<file path="src/rtl/mem_pkg.sv">
// -----------------------------------------------------------------------------
// mem_pkg
// Shared constants and types for the memory-side line responder and the
// cache controller that talks to it.
//   LINE_WORDS  : words per cache line (power of two)
//   ADDR_W      : byte address width
//   DATA_W      : word width
//   WORD_BYTES  : bytes per word
//   OFFSET_BITS : byte-offset bits inside one line (ignored in line addresses)
//   mem_state_t : responder FSM state
//   line_t      : one full cache line, word 0 in the least significant slot
// -----------------------------------------------------------------------------
package mem_pkg;

  localparam int LINE_WORDS  = 16;
  localparam int ADDR_W      = 32;
  localparam int DATA_W      = 32;
  localparam int WORD_BYTES  = DATA_W / 8;
  localparam int WORD_OFF    = $clog2(WORD_BYTES);
  localparam int BEAT_W      = $clog2(LINE_WORDS);
  localparam int OFFSET_BITS = BEAT_W + WORD_OFF;
  localparam int TAG_W       = ADDR_W - OFFSET_BITS;
  // One extra bit so the issue/response counters can hold LINE_WORDS itself.
  localparam int CNT_W       = BEAT_W + 1;

  typedef enum logic [1:0] {
    IDLE    = 2'd0,
    RD_XFER = 2'd1,
    WR_XFER = 2'd2,
    DONE    = 2'd3
  } mem_state_t;

  typedef logic [LINE_WORDS-1:0][DATA_W-1:0] line_t;

  // Byte address of beat idx within the line identified by tag.
  function automatic logic [ADDR_W-1:0] beat_addr(input logic [TAG_W-1:0]  tag,
                                                  input logic [BEAT_W-1:0] idx);
    return {tag, idx, {WORD_OFF{1'b0}}};
  endfunction

endpackage

</file>
<file path="src/rtl/mem_ctrl_if.sv">
// -----------------------------------------------------------------------------
// Interfaces of the memory-side line responder.
//
// mem_req_if  : cache controller <-> mem_ctrl (master = cache, slave = mem_ctrl)
//   req_vld / req_wr / req_addr / req_wr_line : line request, taken when ready=1
//   ready / tx_done / rd_line / err           : status and filled line
//
// mem_host_if : mem_ctrl <-> host memory port (master = mem_ctrl, slave = host)
//   host_req_vld / host_req_rdy / host_req_wr / host_req_addr / host_wr_data
//   host_rsp_vld / host_rsp_data
//
// Handshake rules: a beat transfers on the rising edge where host_req_vld and
// host_req_rdy are both 1. Once host_req_vld is raised it stays high with
// address, write flag and data unchanged until that edge. host_rsp_vld has no
// back-pressure and responses return in request order. On the cache side a
// request is taken on the edge where req_vld and ready are both 1; req_vld
// while ready=0 is dropped, not queued.
// -----------------------------------------------------------------------------
interface mem_req_if;
  import mem_pkg::*;

  logic              req_vld;
  logic              req_wr;
  logic [ADDR_W-1:0] req_addr;
  line_t             req_wr_line;
  logic              ready;
  logic              tx_done;
  line_t             rd_line;
  logic              err;

  modport master (
    output req_vld, req_wr, req_addr, req_wr_line,
    input  ready, tx_done, rd_line, err
  );

  modport slave (
    input  req_vld, req_wr, req_addr, req_wr_line,
    output ready, tx_done, rd_line, err
  );
endinterface

interface mem_host_if;
  import mem_pkg::*;

  logic              host_req_vld;
  logic              host_req_rdy;
  logic              host_req_wr;
  logic [ADDR_W-1:0] host_req_addr;
  logic [DATA_W-1:0] host_wr_data;
  logic              host_rsp_vld;
  logic [DATA_W-1:0] host_rsp_data;

  modport master (
    output host_req_vld, host_req_wr, host_req_addr, host_wr_data,
    input  host_req_rdy, host_rsp_vld, host_rsp_data
  );

  modport slave (
    input  host_req_vld, host_req_wr, host_req_addr, host_wr_data,
    output host_req_rdy, host_rsp_vld, host_rsp_data
  );
endinterface

</file>
<file path="src/rtl/mem_beat_ctr.sv">
// -----------------------------------------------------------------------------
// mem_beat_ctr
// Beat bookkeeping for one line transfer: beats issued, responses received and
// reads in flight.
//   clk, rst     : clock, asynchronous active-high reset
//   clr          : synchronous clear (held while the responder is idle)
//   issue        : a host beat handshake happens this cycle
//   rsp          : an accepted read response arrives this cycle
//   issue_cnt    : beats issued so far (0..LINE_WORDS)
//   rsp_cnt      : responses received so far (0..LINE_WORDS)
//   issue_full   : all LINE_WORDS beats issued
//   outst_full   : MAX_OUTST beats in flight, no further issue allowed
//   outst_empty  : nothing in flight, a response now would be spurious
// -----------------------------------------------------------------------------
module mem_beat_ctr
  import mem_pkg::*;
#(
  parameter int MAX_OUTST = LINE_WORDS
) (
  input  logic             clk,
  input  logic             rst,
  input  logic             clr,
  input  logic             issue,
  input  logic             rsp,
  output logic [CNT_W-1:0] issue_cnt,
  output logic [CNT_W-1:0] rsp_cnt,
  output logic             issue_full,
  output logic             outst_full,
  output logic             outst_empty
);

  logic [CNT_W-1:0] outst;

  always_ff @(posedge clk or posedge rst) begin
    if (rst) begin
      issue_cnt <= '0;
      rsp_cnt   <= '0;
      outst     <= '0;
    end else if (clr) begin
      issue_cnt <= '0;
      rsp_cnt   <= '0;
      outst     <= '0;
    end else begin
      if (issue) issue_cnt <= issue_cnt + CNT_W'(1);
      if (rsp)   rsp_cnt   <= rsp_cnt + CNT_W'(1);
      // Issue and response in the same cycle cancel out.
      if (issue && !rsp)      outst <= outst + CNT_W'(1);
      else if (rsp && !issue) outst <= outst - CNT_W'(1);
    end
  end

  assign issue_full  = (issue_cnt == CNT_W'(LINE_WORDS));
  assign outst_full  = (outst >= CNT_W'(MAX_OUTST));
  assign outst_empty = (outst == '0);

endmodule

</file>
<file path="src/rtl/mem_ctrl.sv">
// -----------------------------------------------------------------------------
// mem_ctrl
// Memory-side responder for cache line fills and writebacks. Takes one
// LINE_WORDS-word line request at a time, splits it into single-word beats on
// the host port and, for fills, assembles the returned words into rd_line.
//   clk, rst  : clock, asynchronous active-high reset (abandons any transfer)
//   req       : cache side (req_vld/req_wr/req_addr/req_wr_line in;
//               ready/tx_done/rd_line/err out)
//   host      : host memory port (beat request out, read response in)
//   dbg_state : current FSM state
// err is sticky: it is set by any response that arrives when no read beat is
// outstanding and is cleared only by rst.
// -----------------------------------------------------------------------------
module mem_ctrl
  import mem_pkg::*;
#(
  parameter int MAX_OUTST = LINE_WORDS
) (
  input  logic            clk,
  input  logic            rst,
  mem_req_if.slave        req,
  mem_host_if.master      host,
  output mem_state_t      dbg_state
);

  mem_state_t        state;
  logic              ready_q;
  logic              tx_done_q;
  logic              err_q;
  logic [TAG_W-1:0]  line_tag;
  line_t             wr_buf;
  line_t             rd_buf;

  logic [CNT_W-1:0]  issue_cnt;
  logic [CNT_W-1:0]  rsp_cnt;
  logic              issue_full;
  logic              outst_full;
  logic              outst_empty;
  logic              beat_hs;
  logic              rsp_ok;
  logic              ctr_clr;
  logic [BEAT_W-1:0] issue_idx;
  logic [BEAT_W-1:0] rsp_idx;

  assign issue_idx = issue_cnt[BEAT_W-1:0];
  assign rsp_idx   = rsp_cnt[BEAT_W-1:0];
  assign beat_hs   = host.host_req_vld && host.host_req_rdy;
  // Only a response to an outstanding read beat is kept; anything else is
  // dropped and flagged.
  assign rsp_ok    = host.host_rsp_vld && (state == RD_XFER) && !outst_empty;
  // Counters sit at zero whenever idle, so they start clean on acceptance.
  assign ctr_clr   = (state == IDLE);

  mem_beat_ctr #(.MAX_OUTST(MAX_OUTST)) u_beat_ctr (
    .clk         (clk),
    .rst         (rst),
    .clr         (ctr_clr),
    .issue       (beat_hs),
    .rsp         (rsp_ok),
    .issue_cnt   (issue_cnt),
    .rsp_cnt     (rsp_cnt),
    .issue_full  (issue_full),
    .outst_full  (outst_full),
    .outst_empty (outst_empty)
  );

  always_ff @(posedge clk or posedge rst) begin
    if (rst) begin
      state     <= IDLE;
      ready_q   <= 1'b1;
      tx_done_q <= 1'b0;
      err_q     <= 1'b0;
      line_tag  <= '0;
      wr_buf    <= '0;
      rd_buf    <= '0;
    end else begin
      tx_done_q <= 1'b0;

      if (host.host_rsp_vld && !rsp_ok) err_q <= 1'b1;
      if (rsp_ok) rd_buf[rsp_idx] <= host.host_rsp_data;

      case (state)
        IDLE: begin
          if (req.req_vld) begin
            line_tag <= req.req_addr[ADDR_W-1:OFFSET_BITS];
            wr_buf   <= req.req_wr_line;
            ready_q  <= 1'b0;
            state    <= req.req_wr ? WR_XFER : RD_XFER;
          end
        end
        RD_XFER: begin
          if (rsp_ok && (rsp_cnt == CNT_W'(LINE_WORDS - 1))) begin
            state     <= DONE;
            tx_done_q <= 1'b1;
          end
        end
        WR_XFER: begin
          // Writes are posted: the last handshake ends the transfer.
          if (beat_hs && (issue_cnt == CNT_W'(LINE_WORDS - 1))) begin
            state     <= DONE;
            tx_done_q <= 1'b1;
          end
        end
        DONE: begin
          state   <= IDLE;
          ready_q <= 1'b1;
        end
        default: begin
          state   <= IDLE;
          ready_q <= 1'b1;
        end
      endcase
    end
  end

  // Beat request is a function of registered state only; issue_cnt does not
  // move until the handshake and outst can only fall while a beat waits, so
  // valid, address and data stay stable while the host stalls.
  assign host.host_req_vld  = ((state == RD_XFER) && !issue_full && !outst_full) ||
                              (state == WR_XFER);
  assign host.host_req_wr   = (state == WR_XFER);
  assign host.host_req_addr = beat_addr(line_tag, issue_idx);
  assign host.host_wr_data  = wr_buf[issue_idx];

  assign req.ready   = ready_q;
  assign req.tx_done = tx_done_q;
  assign req.rd_line = rd_buf;
  assign req.err     = err_q;
  assign dbg_state   = state;

endmodule

</file>
<file path="src/flat_wrapper.sv">
// flat-port wrapper written by rule: the top's interface ports become plain ports
module mem_ctrl_flat import mem_pkg::*;
#(
  parameter int MAX_OUTST = LINE_WORDS
)
  (clk, rst, dbg_state, req_req_vld, req_req_wr, req_req_addr, req_req_wr_line, req_ready, req_tx_done, req_rd_line, req_err, host_host_req_vld, host_host_req_wr, host_host_req_addr, host_host_wr_data, host_host_req_rdy, host_host_rsp_vld, host_host_rsp_data);
  mem_req_if req_i ();
  mem_host_if host_i ();
  input  logic clk;
  input  logic rst;
  output mem_state_t dbg_state;
  input wire logic [$bits(req_i.req_vld)-1:0] req_req_vld;
  input wire logic [$bits(req_i.req_wr)-1:0] req_req_wr;
  input wire logic [$bits(req_i.req_addr)-1:0] req_req_addr;
  input wire logic [$bits(req_i.req_wr_line)-1:0] req_req_wr_line;
  output wire logic [$bits(req_i.ready)-1:0] req_ready;
  output wire logic [$bits(req_i.tx_done)-1:0] req_tx_done;
  output wire logic [$bits(req_i.rd_line)-1:0] req_rd_line;
  output wire logic [$bits(req_i.err)-1:0] req_err;
  output wire logic [$bits(host_i.host_req_vld)-1:0] host_host_req_vld;
  output wire logic [$bits(host_i.host_req_wr)-1:0] host_host_req_wr;
  output wire logic [$bits(host_i.host_req_addr)-1:0] host_host_req_addr;
  output wire logic [$bits(host_i.host_wr_data)-1:0] host_host_wr_data;
  input wire logic [$bits(host_i.host_req_rdy)-1:0] host_host_req_rdy;
  input wire logic [$bits(host_i.host_rsp_vld)-1:0] host_host_rsp_vld;
  input wire logic [$bits(host_i.host_rsp_data)-1:0] host_host_rsp_data;
  assign req_i.req_vld = req_req_vld;
  assign req_i.req_wr = req_req_wr;
  assign req_i.req_addr = req_req_addr;
  assign req_i.req_wr_line = req_req_wr_line;
  assign req_ready = req_i.ready;
  assign req_tx_done = req_i.tx_done;
  assign req_rd_line = req_i.rd_line;
  assign req_err = req_i.err;
  assign host_host_req_vld = host_i.host_req_vld;
  assign host_host_req_wr = host_i.host_req_wr;
  assign host_host_req_addr = host_i.host_req_addr;
  assign host_host_wr_data = host_i.host_wr_data;
  assign host_i.host_req_rdy = host_host_req_rdy;
  assign host_i.host_rsp_vld = host_host_rsp_vld;
  assign host_i.host_rsp_data = host_host_rsp_data;
  mem_ctrl #(.MAX_OUTST(MAX_OUTST)) u_core (.clk(clk), .rst(rst), .req(req_i), .host(host_i), .dbg_state(dbg_state));
endmodule
</file>
<file path="config.mk">
export PLATFORM = sky130hd
export DESIGN_NAME = mem_ctrl_flat
export DESIGN_NICKNAME = d
export VERILOG_FILES = /design/src/rtl/mem_pkg.sv /design/src/rtl/mem_ctrl_if.sv /design/src/rtl/mem_beat_ctr.sv /design/src/rtl/mem_ctrl.sv /design/src/flat_wrapper.sv
export SDC_FILE = /design/constraint.sdc
export NUM_CORES = 2
export LEC_CHECK = 0
export CAP_MARGIN = 5
export CORE_AREA = 2 2 458 460
export CTS_CLUSTER_SIZE = 16
export DETAILED_ROUTE_END_ITERATION = 12
export DIE_AREA = 0 0 460 462
export HOLD_SLACK_MARGIN = 0.02
export PLACE_DENSITY = 0.5
export SKIP_CTS_REPAIR_TIMING = 1
export SLEW_MARGIN = 20
export SYNTH_ARGS = -nofsm -noshare
export SYNTH_HDL_FRONTEND = slang
export SYNTH_SLANG_ARGS = --single-unit
</file>
<file path="constraint.sdc">
create_clock -name clk -period 48.1 [get_ports clk]
set_input_delay 9.62 -clock clk [delete_from_list [all_inputs] [get_ports clk]]
set_output_delay 9.62 -clock clk [all_outputs]
set_load 0.01 [all_outputs]
</file>
==> key figures <==
Floorplanning
  • Site row count: 168
  • Count of pins on the block boundary: 1165
  • Initial cell density of the core: between 20% and 30%
  • Core area: between 200000 and 250000 um2
  • Die outline height: around 460 um
  • Die width: 460 um
  • Total Die Area: 212500 um2

Setup path
  • Worst Reg2Reg Path Length in Cells: 7
  • Internal reg-to-reg setup slack: 43.42 ns
  • Crit Path Max Fanout: 55
  • Crit path launch type: flop
  • Critical path class: flop to primary output
  • Required time of the critical path: 38.48 ns
  • Critical register-to-register path endpoint: u_core.wr_buf[82]$_DFFE_PP0P_
  • CP arrival: ~4.8 ns
  • Reg-to-reg critical path startpoint: u_core.dbg_state[0]$_DFFE_PP0P_
  • Kind of end point of the critical path: primary output

Timing
  • Actual slew at the worst max-slew pin: approximately 1.1 ns
  • Max Clock Freq: 0.06961 GHz
  • Max Clock Skew: 0.02572 ns
  • Count of final max-slew check failures: 0
  • RSZ-0062 raised after global routing: false
  • Final critical-path required period: 14.37 ns
  • Worst rel slew slack: 25.35%
  • Aggregate negative setup slack: 0 ns
  • Fraction of the cycle the final worst path needs: 29.87%
  • Total count of hold-check failures in the final report: 0
  • Setup violators final: 0
  • Setup slack of the critical path after layout: 33.73 ns

Route
  • Vias after detailed routing: 28386
  • First drt pass iteration count: 4
  • Residual antenna-violating net count after detailed routing: 0
  • Detailed Route Iter0 Violations: 1328
  • Post-detailed-routing wire length: 179100 um
  • Detail-routed via count per cell: between 4 and 5
  • Final routed wire length divided by cell count: about 27 um
  • DRC errors left: 0

Yosys
  • Total of warnings raised by yosys: 0
  • Netlist Area Pre-Place: around 44000 um2
  • Mux share of post-synthesis cell area: 33.45%
  • Yosys cell types: 43
  • Simple logic cell fraction of the synthesized area: between 1 and 1.5%
  • Dominant cell type by area after synthesis: sky130_fd_sc_hd__dfrtp_1
  • Share of the synthesized area in compound gates (AO/OA/AOI/OAI): 1.518%
  • Area share of the leading cell type in the synthesized netlist: 60.55%
  • Adder-cell share of the synthesized area: less than 1%
  • Post-synthesis sequential area ratio: 60.61%
  • Xor/xnor share of the synthesized area: 0.1189%
  • Largest cells by area after synthesis: sky130_fd_sc_hd__dfrtp_1 (61%), sky130_fd_sc_hd__mux2_2 (27%), sky130_fd_sc_hd__mux4_2 (6.5%)
  • Main combinational cell family by area after synthesis: multiplexers
  • Number of storage elements in the synthesis netlist: 1070
  • Mean cell area of the mapped netlist: 16.48 um2
  • Number of instances in the synthesized netlist: between 2000 and 3000

Clocking
  • Number of buffers created by CTS: 134
  • Root buffer cell: sky130_fd_sc_hd__clkbuf_16
  • Count of clock tree sinks: 1070
  • Clock-pin slew on the worst setup and hold paths: 0.06 ns
  • CTS tree: built
  • Worst-skew pair later-pin latency: just under 0.8 ns
  • Buffer depth of the longest clock path: 3
  • H-Tree Depth: 4

Pwr
  • Peak supply drop: 0.03410 mV
  • Power Density: 54.78 nW/um2
  • Leakage: ~27 nW

Run
  • Number of violations of the max-capacitance limit: 0

GRT
  • Largest net degree at the start of global routing: 162
  • Antenna violations before repair: between 90 and 100
  • Remaining global-route overflow: 0
  • Wire length of the first global-routing pass: 242200 um
  • Global routing usage summed across all routing layers: between 10% and 20%
  • Vias in the first global route: 29066

Placement
  • Port buffer count: 1156
  • DP HPWL: 132600 um
  • GPL Wtd Cong: 0.8151
  • Pre-CTS worst setup slack: 32.82 ns

Min path
  • Path category of the worst min-delay check: flop to flop
  • Hold-critical path endpoint: u_core.req.err$_DFFE_PP0P_
  • Start point of the worst min-delay path: u_core.req.err$_DFFE_PP0P_
  • Number of cells on the worst hold path: 1

Layout
  • Final Core Density: 30.22%
  • Area growth from synthesis to layout: 42.32%
  • Final-stage net count: 4423
  • Fraction of final layout cells sized beyond drive strength 1: 36.83%

Run status
  • Outcome: finished clean
per-layer routing:
layer	GRT usage [%]	part of all wire [%]
met3	5.297	7.1
met1	18.94	39
met4	6.113	3.4
met2	28.11	50
met5	0	0.29
worst max-delay path by stage:
stage,from,end,slack (ns),depth (start not counted)
after floorplan,rst,u_core.dbg_state[0]$_DFFE_PP0P_,8.36,1
after global placement,rst,u_core.req.rd_line[288]$_DFFE_PP0P_,32.87,7
after detailed placement,rst,u_core.req.rd_line[288]$_DFFE_PP0P_,32.82,7
after CTS,u_core.u_beat_ctr.issue_cnt[0]$_DFFE_PP0P_,host_host_wr_data[19],33.52,5
after global routing,rst,u_core.req.rd_line[0]$_DFFE_PP0P_,33.59,7
final,u_core.u_beat_ctr.issue_cnt[1]$_DFFE_PP0P_,host_host_wr_data[22],33.73,5
placed cells by master (no fill, tap or decap), drive strengths merged, types with 2 or more instances in the layout:
master         count
mux2            1051
o21ai              5
clkinv            14
clkdlybuf4s50   1153
or4                2
nor2b              5
o31ai              2
nand3             14
a21oi             14
a31oi              2
dfrtp           1069
mux2i              6
a211oi             4
xnor2              5
a22oi             64
diode             29
nand2             50
bufinv             4
clkinvlp           3
mux4             128
nor2              16
conb               2
buf               48
inv               28
and3               2
ha                17
clkbuf           203
metrics by stage:
stage	hold WS, ns	instances	power [mW]	cell area [um2]
floorplan	0.4739	2682	1.965	44180
global placement	0.4506	6407	2.453	58450
detailed placement	0.4574	6407	2.472	58440
CTS	0.4738	6643	3.504	62800
global route	0.4888	6654	3.621	62830
finish	0.4663	6672	3.444	62880
registers in the layout, indices dropped and copies added (netlist names):
signal / count
u_core.dbg_state: 2
u_core.line_tag: 26
u_core.req.err: 1
u_core.req.rd_line: 512
u_core.req.ready: 1
u_core.req.tx_done: 1
u_core.u_beat_ctr.issue_cnt: 5
u_core.u_beat_ctr.outst: 5
u_core.u_beat_ctr.rsp_cnt: 5
u_core.wr_buf: 512
synth_stat cells (all sizes together):
cell type	count
dfrtp	1069
mux2	1051
mux4	128
buf	114
clkbuf	82
a22oi	64
nand2	50
ha	17
inv	16
nor2	16
a21oi	14
nand3	14
mux2i	6
nor2b	5
o21ai	5
xnor2	5
a211oi	4
a31oi	2
and3	2
o31ai	2
or4	2
a21o	1
a222oi	1
a32oi	1
and2	1
conb	1
dfstp	1
fa	1
nand3b	1
nand4bb	1
nor4	1
o211ai	1
or3	1
xor2	1
where the power goes:
part	switching (mW)	leakage (nW)	total (mW)	internal (mW)
clock	0.419	2.12	1.01	0.587
sequential	0.183	13.7	1.37	1.18
combinational	0.457	11.3	1.07	0.614
cells by family after synthesis:
family,count (synthesis)
multiplexers,1185
AND/OR/NAND/NOR,94
adder cells (fa/ha/maj),18
buffers and inverters,212
flip-flops,1070
AO/OA/AOI/OAI,95
XOR/XNOR,6
other,1
layout make-up:
type / instances / area (um2)
fillers: 20990 / 145200
flip-flops and latches: 1070 / 26780
diodes: 29 / 72.57
well taps: 2720 / 3403
clock buffers: 203 / 3902
repair buffers: 1201 / 11930
multi-input cells: 1400 / 16270
inverters: 16 / 67.56
clock inverters: 33 / 455.4
worst max-delay path, cell delays in order (launching register included):
cell and delay, ns:
sky130_fd_sc_hd__dfrtp_4 0.95, sky130_fd_sc_hd__buf_4 0.87, sky130_fd_sc_hd__mux4_2 0.47, sky130_fd_sc_hd__a22oi_1 0.84, sky130_fd_sc_hd__nand2_1 0.12, sky130_fd_sc_hd__clkdlybuf4s50_1 0.62
No activity file was read; power rests on OpenSTA's default activity.
